## config.mk

```make
export PLATFORM = sky130hd
export DESIGN_NAME = cplx_mult_stream_flat
export DESIGN_NICKNAME = d
export VERILOG_FILES = /design/src/rtl/cplx_mult_stream_if.sv /design/src/rtl/cplx_mult_stream.sv /design/src/flat_wrapper.sv
export SDC_FILE = /design/constraint.sdc
export NUM_CORES = 2
export LEC_CHECK = 0
export CAP_MARGIN = 10
export CORE_UTILIZATION = 34
export CTS_BUF_LIST = sky130_fd_sc_hd__clkbuf_4 sky130_fd_sc_hd__clkbuf_8 sky130_fd_sc_hd__clkbuf_16
export CTS_CLUSTER_SIZE = 24
export DETAILED_ROUTE_END_ITERATION = 7
export PLACE_DENSITY = 0.59
export SYNTH_ARGS = -nofsm -noshare
export SYNTH_HDL_FRONTEND = slang
export SYNTH_SLANG_ARGS = --single-unit
export TNS_END_PERCENT = 1
```

## constraint.sdc

```tcl
create_clock -name clk -period 13.6 [get_ports clk]
set_input_delay 2.04 -clock clk [delete_from_list [all_inputs] [get_ports clk]]
set_output_delay 2.04 -clock clk [all_outputs]
set_load 0.03 [all_outputs]
```

## src/rtl/cplx_mult_stream_if.sv

```systemverilog
// ---------------------------------------------------------------------------
// cplx_mult_stream_if
//   Streaming bundle for the complex multiplier: the input sample channel
//   (a, b, conj with valid/ready) and the output result channel (y with
//   valid/ready).
//   Modports:
//     slave  - the multiplier side: consumes a/b/conj, produces y.
//     master - the producer/consumer side around the multiplier.
//   Signals:
//     a_in      2*DATA_W  {re,im} data sample, re in the upper half
//     b_in      2*COEF_W  {re,im} coefficient, re in the upper half
//     conj_in   1         multiply by conj(b) for this sample
//     in_valid  1         input sample valid
//     in_ready  1         multiplier accepts a sample this cycle
//     y_out     2*OUT_W   {re,im} result, re in the upper half
//     out_valid 1         y_out valid
//     out_ready 1         downstream accepts y_out
// ---------------------------------------------------------------------------
interface cplx_mult_stream_if #(
  parameter int DATA_W = 16,
  parameter int COEF_W = 16,
  parameter int OUT_W  = 16
);
  logic [2*DATA_W-1:0] a_in;
  logic [2*COEF_W-1:0] b_in;
  logic                conj_in;
  logic                in_valid;
  logic                in_ready;
  logic [2*OUT_W-1:0]  y_out;
  logic                out_valid;
  logic                out_ready;

  modport slave (
    input  a_in, b_in, conj_in, in_valid, out_ready,
    output in_ready, y_out, out_valid
  );

  modport master (
    output a_in, b_in, conj_in, in_valid, out_ready,
    input  in_ready, y_out, out_valid
  );
endinterface

```

## src/rtl/cplx_mult_stream.sv

```systemverilog
// ---------------------------------------------------------------------------
// cplx_mult_stream
//   Fully pipelined fixed-point complex multiplier: y = a*b, or a*conj(b)
//   when conj is set for that sample. The full-precision result is rounded
//   half up, scaled by 2^-FRAC_SHIFT and saturated to OUT_W bits.
//   Four register stages, one sample per cycle, the whole pipeline stalls
//   together when the output is held by the consumer.
//   Ports:
//     clk       rising-edge clock
//     rst       asynchronous active-low reset
//     bus       stream interface (slave side): a/b/conj in, y out
//     sat_clr   synchronous clear of sat_flag and sat_cnt
//     sat_flag  sticky: some output component was clamped
//     sat_cnt   number of clamped output samples, saturating at all-ones
// ---------------------------------------------------------------------------
module cplx_mult_stream #(
  parameter int DATA_W     = 16,
  parameter int COEF_W     = 16,
  parameter int OUT_W      = 16,
  parameter int FRAC_SHIFT = 15,
  parameter int CNT_W      = 16
) (
  input  logic                 clk,
  input  logic                 rst,
  cplx_mult_stream_if.slave    bus,
  input  logic                 sat_clr,
  output logic                 sat_flag,
  output logic [CNT_W-1:0]     sat_cnt
);

  localparam int PW = DATA_W + COEF_W;  // product width
  localparam int SW = PW + 1;           // sum width

  // Rounding constant and clamp bounds, one bit wider than the sums so the
  // rounding add can never wrap.
  localparam logic signed [SW:0] RND   = $signed((SW+1)'(1) << (FRAC_SHIFT - 1));
  localparam logic signed [SW:0] MAX_V = $signed((SW+1)'({(OUT_W-1){1'b1}}));
  localparam logic signed [SW:0] MIN_V = -MAX_V - 1;
  localparam logic [OUT_W-1:0]   MAX_O = {1'b0, {(OUT_W-1){1'b1}}};
  localparam logic [OUT_W-1:0]   MIN_O = {1'b1, {(OUT_W-1){1'b0}}};

  // Returns {clipped, value}.
  function automatic logic [OUT_W:0] round_sat(input logic signed [SW-1:0] s);
    logic signed [SW:0] r;
    r = $signed((SW+1)'(s)) + RND;
    r = r >>> FRAC_SHIFT;
    if (r > MAX_V)      return {1'b1, MAX_O};
    else if (r < MIN_V) return {1'b1, MIN_O};
    else                return {1'b0, r[OUT_W-1:0]};
  endfunction

  logic en;

  // S1
  logic signed [DATA_W-1:0] a_re_q, a_re_d, a_im_q, a_im_d;
  logic signed [COEF_W-1:0] b_re_q, b_re_d, b_im_q, b_im_d;
  logic                     conj1_q, conj1_d, v1_q, v1_d;
  // S2
  logic signed [PW-1:0]     p_rr_q, p_rr_d, p_ii_q, p_ii_d;
  logic signed [PW-1:0]     p_ri_q, p_ri_d, p_ir_q, p_ir_d;
  logic                     conj2_q, conj2_d, v2_q, v2_d;
  // S3
  logic signed [SW-1:0]     s_re_q, s_re_d, s_im_q, s_im_d;
  logic                     v3_q, v3_d;
  // S4 / output
  logic [2*OUT_W-1:0]       y_out_q, y_out_d;
  logic                     out_valid_q, out_valid_d;
  logic                     sat_flag_q, sat_flag_d;
  logic [CNT_W-1:0]         sat_cnt_q, sat_cnt_d;

  logic [OUT_W:0]           rs_re, rs_im;
  logic                     sat_event;

  // A slot can only leave S4 when the output register is free or being read.
  assign en           = !out_valid_q || bus.out_ready;
  assign bus.in_ready = en;
  assign bus.y_out    = y_out_q;
  assign bus.out_valid = out_valid_q;
  assign sat_flag     = sat_flag_q;
  assign sat_cnt      = sat_cnt_q;

  always_comb begin
    a_re_d      = a_re_q;
    a_im_d      = a_im_q;
    b_re_d      = b_re_q;
    b_im_d      = b_im_q;
    conj1_d     = conj1_q;
    v1_d        = v1_q;
    p_rr_d      = p_rr_q;
    p_ii_d      = p_ii_q;
    p_ri_d      = p_ri_q;
    p_ir_d      = p_ir_q;
    conj2_d     = conj2_q;
    v2_d        = v2_q;
    s_re_d      = s_re_q;
    s_im_d      = s_im_q;
    v3_d        = v3_q;
    y_out_d     = y_out_q;
    out_valid_d = out_valid_q;

    rs_re = round_sat(s_re_q);
    rs_im = round_sat(s_im_q);

    if (en) begin
      a_re_d  = $signed(bus.a_in[2*DATA_W-1:DATA_W]);
      a_im_d  = $signed(bus.a_in[DATA_W-1:0]);
      b_re_d  = $signed(bus.b_in[2*COEF_W-1:COEF_W]);
      b_im_d  = $signed(bus.b_in[COEF_W-1:0]);
      conj1_d = bus.conj_in;
      v1_d    = bus.in_valid;

      p_rr_d  = $signed(PW'(a_re_q)) * $signed(PW'(b_re_q));
      p_ii_d  = $signed(PW'(a_im_q)) * $signed(PW'(b_im_q));
      p_ri_d  = $signed(PW'(a_re_q)) * $signed(PW'(b_im_q));
      p_ir_d  = $signed(PW'(a_im_q)) * $signed(PW'(b_re_q));
      conj2_d = conj1_q;
      v2_d    = v1_q;

      // Conjugating b flips the sign of bi, which swaps the sign of the
      // ai*bi term in re and of the ar*bi term in im.
      if (conj2_q) begin
        s_re_d = $signed(SW'(p_rr_q)) + $signed(SW'(p_ii_q));
        s_im_d = $signed(SW'(p_ir_q)) - $signed(SW'(p_ri_q));
      end else begin
        s_re_d = $signed(SW'(p_rr_q)) - $signed(SW'(p_ii_q));
        s_im_d = $signed(SW'(p_ri_q)) + $signed(SW'(p_ir_q));
      end
      v3_d = v2_q;

      y_out_d     = {rs_re[OUT_W-1:0], rs_im[OUT_W-1:0]};
      out_valid_d = v3_q;
    end
  end

  // One event per valid sample entering the output register, even when both
  // components clamp.
  assign sat_event = en && v3_q && (rs_re[OUT_W] || rs_im[OUT_W]);

  always_comb begin
    sat_flag_d = sat_flag_q;
    sat_cnt_d  = sat_cnt_q;
    if (sat_clr) begin
      sat_flag_d = 1'b0;
      sat_cnt_d  = '0;
    end else if (sat_event) begin
      sat_flag_d = 1'b1;
      if (sat_cnt_q != {CNT_W{1'b1}}) sat_cnt_d = sat_cnt_q + 1'b1;
    end
  end

  always_ff @(posedge clk or negedge rst) begin
    if (!rst) begin
      a_re_q      <= '0;
      a_im_q      <= '0;
      b_re_q      <= '0;
      b_im_q      <= '0;
      conj1_q     <= 1'b0;
      v1_q        <= 1'b0;
      p_rr_q      <= '0;
      p_ii_q      <= '0;
      p_ri_q      <= '0;
      p_ir_q      <= '0;
      conj2_q     <= 1'b0;
      v2_q        <= 1'b0;
      s_re_q      <= '0;
      s_im_q      <= '0;
      v3_q        <= 1'b0;
      y_out_q     <= '0;
      out_valid_q <= 1'b0;
      sat_flag_q  <= 1'b0;
      sat_cnt_q   <= '0;
    end else begin
      a_re_q      <= a_re_d;
      a_im_q      <= a_im_d;
      b_re_q      <= b_re_d;
      b_im_q      <= b_im_d;
      conj1_q     <= conj1_d;
      v1_q        <= v1_d;
      p_rr_q      <= p_rr_d;
      p_ii_q      <= p_ii_d;
      p_ri_q      <= p_ri_d;
      p_ir_q      <= p_ir_d;
      conj2_q     <= conj2_d;
      v2_q        <= v2_d;
      s_re_q      <= s_re_d;
      s_im_q      <= s_im_d;
      v3_q        <= v3_d;
      y_out_q     <= y_out_d;
      out_valid_q <= out_valid_d;
      sat_flag_q  <= sat_flag_d;
      sat_cnt_q   <= sat_cnt_d;
    end
  end

endmodule

```

## src/flat_wrapper.sv

```systemverilog
// flat-port wrapper written by rule: the top's interface ports become plain ports
module cplx_mult_stream_flat 
#(
  parameter int DATA_W     = 16,
  parameter int COEF_W     = 16,
  parameter int OUT_W      = 16,
  parameter int FRAC_SHIFT = 15,
  parameter int CNT_W      = 16
)
  (clk, rst, sat_clr, sat_flag, sat_cnt, bus_a_in, bus_b_in, bus_conj_in, bus_in_valid, bus_out_ready, bus_in_ready, bus_y_out, bus_out_valid);
  cplx_mult_stream_if #(.DATA_W(DATA_W), .COEF_W(COEF_W), .OUT_W(OUT_W)) bus_i ();
  input  logic clk;
  input  logic rst;
  input  logic sat_clr;
  output logic sat_flag;
  output logic [CNT_W-1:0] sat_cnt;
  input wire logic [$bits(bus_i.a_in)-1:0] bus_a_in;
  input wire logic [$bits(bus_i.b_in)-1:0] bus_b_in;
  input wire logic [$bits(bus_i.conj_in)-1:0] bus_conj_in;
  input wire logic [$bits(bus_i.in_valid)-1:0] bus_in_valid;
  input wire logic [$bits(bus_i.out_ready)-1:0] bus_out_ready;
  output wire logic [$bits(bus_i.in_ready)-1:0] bus_in_ready;
  output wire logic [$bits(bus_i.y_out)-1:0] bus_y_out;
  output wire logic [$bits(bus_i.out_valid)-1:0] bus_out_valid;
  assign bus_i.a_in = bus_a_in;
  assign bus_i.b_in = bus_b_in;
  assign bus_i.conj_in = bus_conj_in;
  assign bus_i.in_valid = bus_in_valid;
  assign bus_i.out_ready = bus_out_ready;
  assign bus_in_ready = bus_i.in_ready;
  assign bus_y_out = bus_i.y_out;
  assign bus_out_valid = bus_i.out_valid;
  cplx_mult_stream #(.DATA_W(DATA_W), .COEF_W(COEF_W), .OUT_W(OUT_W), .FRAC_SHIFT(FRAC_SHIFT), .CNT_W(CNT_W)) u_core (.clk(clk), .rst(rst), .bus(bus_i), .sat_clr(sat_clr), .sat_flag(sat_flag), .sat_cnt(sat_cnt));
endmodule
```

==> results.md <==
- Outcome: completed
- Xor/xnor share of the synthesized area: 4.302%
- Die width: 398.9 um
- Post-CTS Setup Inserts: 0
- Initial antenna violation count: 5
- Final Hold Viols: 0
- Fin. max-slew vios: 0
- RSZ-0062 raised after global routing: no
- Commonest non-fill, non-tap cell in the layout: inv_1
- CTS tree: built
- CP endpoint kind: flip-flop
- Initial Util: 34.28%
- Final worst-path cycle share: 58.29%
- Arrival @ worst endpoint: 8.42 ns
- Synth Area in Compound Gates: 7.141%
- Most frequent cells in the layout: 1154 x inv_1, 1048 x fa_1, 878 x nand2_1, 504 x and2_1, 395 x ha_1
- First-pass GRT wire length: 238400 um
- Drt first-iter violations: 2629
- Antenna Violating Nets Remaining: 0
- Distinct cells, synth: 79
- Clk_skew: 0.05283 ns
- WHS: 0.4627 ns
- Setup Viol. Count Final: 0
- Total track usage: 19.25%
- Slew HR: 33.72%
- GRT overflow: 0
- Buffers on Ports: 120
- Startpoint Class: flip-flop
- Mapped cell area: 53550 sq um
- Min cycle time layout: 7.928 ns
- Synth Net Count: 7423
- Cts bufs inserted: 42
- Largest family of logic cells by synthesized area: adder cells
- Fraction of layout cells with a size suffix above 1: 3.165%
- Yosys warns: 0
- Post-synth EDFFs: 0
- Largest net degree at the start of global routing: 138
- Min-Delay Endpoint: u_core.a_re_q[15]
- Min-Delay Path Class: reg2reg
- Max FO, Critical Path: 14
- Drt via density: 4.927
- Cells on worst reg2reg path: 19
- Adder-cell share of the synthesized area: 48.41%
- Post-route DRC: 0
- Hold path depth: 2
- WP data required: 14.09 ns
- Reg-to-Reg End: u_core.p_ii_q[30]
- Fill cells: 15820
- Area grow syn2layout: 9.113%
- DIE HEIGHT: 398.9 um
- Synth Area in Simple Gates: 16.72%
- R2r startpoint: u_core.b_im_q[15]
- Clk sink count: 285
- Max_cap viols: 0
- Fin nets: 7389
- Wire per inst: 18.58 um
- Hold_sp: u_core.a_re_q[15]
- Synth Area per Inst: 9.060 sq um
- IO Pins: 121
- Row cnt: 145
- CTS root buffer: clkbuf_16
- DP HPWL: 114500 um
- Synth Flop Type: dfrtp_1
- Seq cells post-synth: 285
- Worst-Margin Slew: 0.9920 ns
- Vias in the first global route: 41600
- Hold_buf cts: 0
- Worst skew pair latency: 0.64 ns
- Setup CP Type: reg2reg
- Die footprint: 159100 sq um
- FF-to-FF setup slack: 5.67 ns
- Cells after synthesis: 5910
- Clock buffer depth: 3
- Share of flip-flops with an asynchronous set or reset: 100.0%
- DR vias: 39260
- # resized after CTS: 0
- Worst-path clk slew: 0.06 ns
- Setup TNS: 0 ns
- Maximum level of the CTS H-tree: 2
- Fmax: 126.1 MHz
- Mux contribution to synthesized area: 0.07711%
- DR pass1 iterations: 5
- Final GP Congestion: 0.9025
- Final wirelength: 148100 um
- Register area share after synthesis: 13.32%
- Core area: 156200 sq um
## area by class of cell
type / count / area [sq um] / share of cell area [%]
well taps: 2058 / 2575 / 4.407
diodes: 2 / 5.005 / 0.008566
clock inverters: 22 / 334.1 / 0.5718
clock buffers: 55 / 1199 / 2.052
flip-flops and latches: 285 / 7144 / 12.23
multi-input cells: 4195 / 41050 / 70.26
repair buffers: 195 / 1769 / 3.028
inverters: 1157 / 4350 / 7.446
## sequential cells by signal, indices dropped and copies added, names as in the netlist, 16 cells and up
register / count
u_core.a_im_q: 16
u_core.a_re_q: 16
u_core.b_im_q: 16
u_core.b_re_q: 16
u_core.bus.y_out: 32
u_core.p_ii_q: 32
u_core.p_ir_q: 32
u_core.p_ri_q: 32
u_core.p_rr_q: 32
u_core.s_im_q: 19
u_core.s_re_q: 19
u_core.sat_cnt: 16
## per-stage QoR
step                      cells  cell area, sq um  util [%]  worst slack [ns]
after global routing       7967             58420     37.40             5.460
final                      7969             58430     37.40             5.672
after detailed placement   7890             56890     36.42             5.768
after global placement     7890             56890     36.42             5.807
after floorplan            5910             53550         -             7.003
after CTS                  7967             58420     37.40             5.744
## routing by layer
metal / vias to the layer above / share of wire (%) / track usage [%]
li1: 17820 / - / -
met1: 20200 / 45 / 27.03
met2: 1083 / 46 / 30.84
met3: 164 / 6.3 / 2.914
met4: 0 / 2.8 / 5.138
met5: - / 0 / 0
## kinds of logic (layout without fill, tap and decap cells)
group	count (synthesis)	after routing
adders and majority gates	1443	1443
buffers and inverters	1430	1429
xor gates and xnor gates	263	263
muxes	4	4
DFF	285	285
and+or+nand+nor	1874	1874
other	0	2
AOI/OAI and AO/OA	611	611
## cell usage after synthesis, drive strengths merged, types with 4 or more instances
master	instances	area (sq um)
inv	1154	4332
fa	1048	20980
nand2	878	3296
and2	505	3162
ha	395	4942
dfrtp	285	7132
clkbuf	266	998.5
nor2	243	912.1
a21oi	190	962.2
xnor2	158	1384
o21ai	142	710.7
xor2	105	919.6
a21o	69	518.0
nor3	43	231.5
o21a	43	322.8
nand3	42	222.7
nand2b	40	250.2
a31oi	31	193.9
nor2b	26	162.7
o31ai	23	172.7
a211oi	22	170.2
o211ai	22	165.2
nand4	18	112.6
and3	17	106.4
o21bai	16	120.1
nor4	15	108.9
or3	12	75.07
and4	10	90.09
or4	8	67.56
a41oi	7	61.31
buf	7	31.28
a211o	6	52.55
a2111oi	4	36.29
a22o	4	35.03
nand4b	4	35.03
nor3b	4	41.29
## critical path, cell delays in order (launching register included)
cell       delay [ns]
dfrtp_1          0.92
clkinv_1         0.93
buf_4            0.49
nor2_1           0.16
fa_1             0.44
fa_1             0.47
fa_1             0.54
fa_1             0.44
fa_1             0.49
inv_1            0.05
fa_1             0.47
inv_1            0.04
ha_1             0.46
nand4_1          0.13
o21ai_1          0.50
a31o_2           0.32
a21oi_1          0.11
a2111oi_0        0.52
o21a_1           0.19
o31ai_1          0.07
## how the worst max path moves through the flow
stage                            from                end  slack, ns  cells past startpoint
finish              u_core.b_im_q[15]  u_core.p_ii_q[30]       5.67                     19
global route        u_core.b_im_q[15]  u_core.p_ii_q[30]       5.46                     19
CTS                 u_core.b_im_q[15]  u_core.p_ii_q[30]       5.74                     19
detailed placement  u_core.b_im_q[15]  u_core.p_ii_q[30]       5.77                     19
global placement    u_core.b_im_q[15]  u_core.p_ii_q[30]       5.81                     19
floorplan            u_core.a_re_q[7]  u_core.p_rr_q[30]       7.00                     25
Power is not shown: default switching activity piles up to over one toggle a cycle in this logic, so the estimate is an artifact.
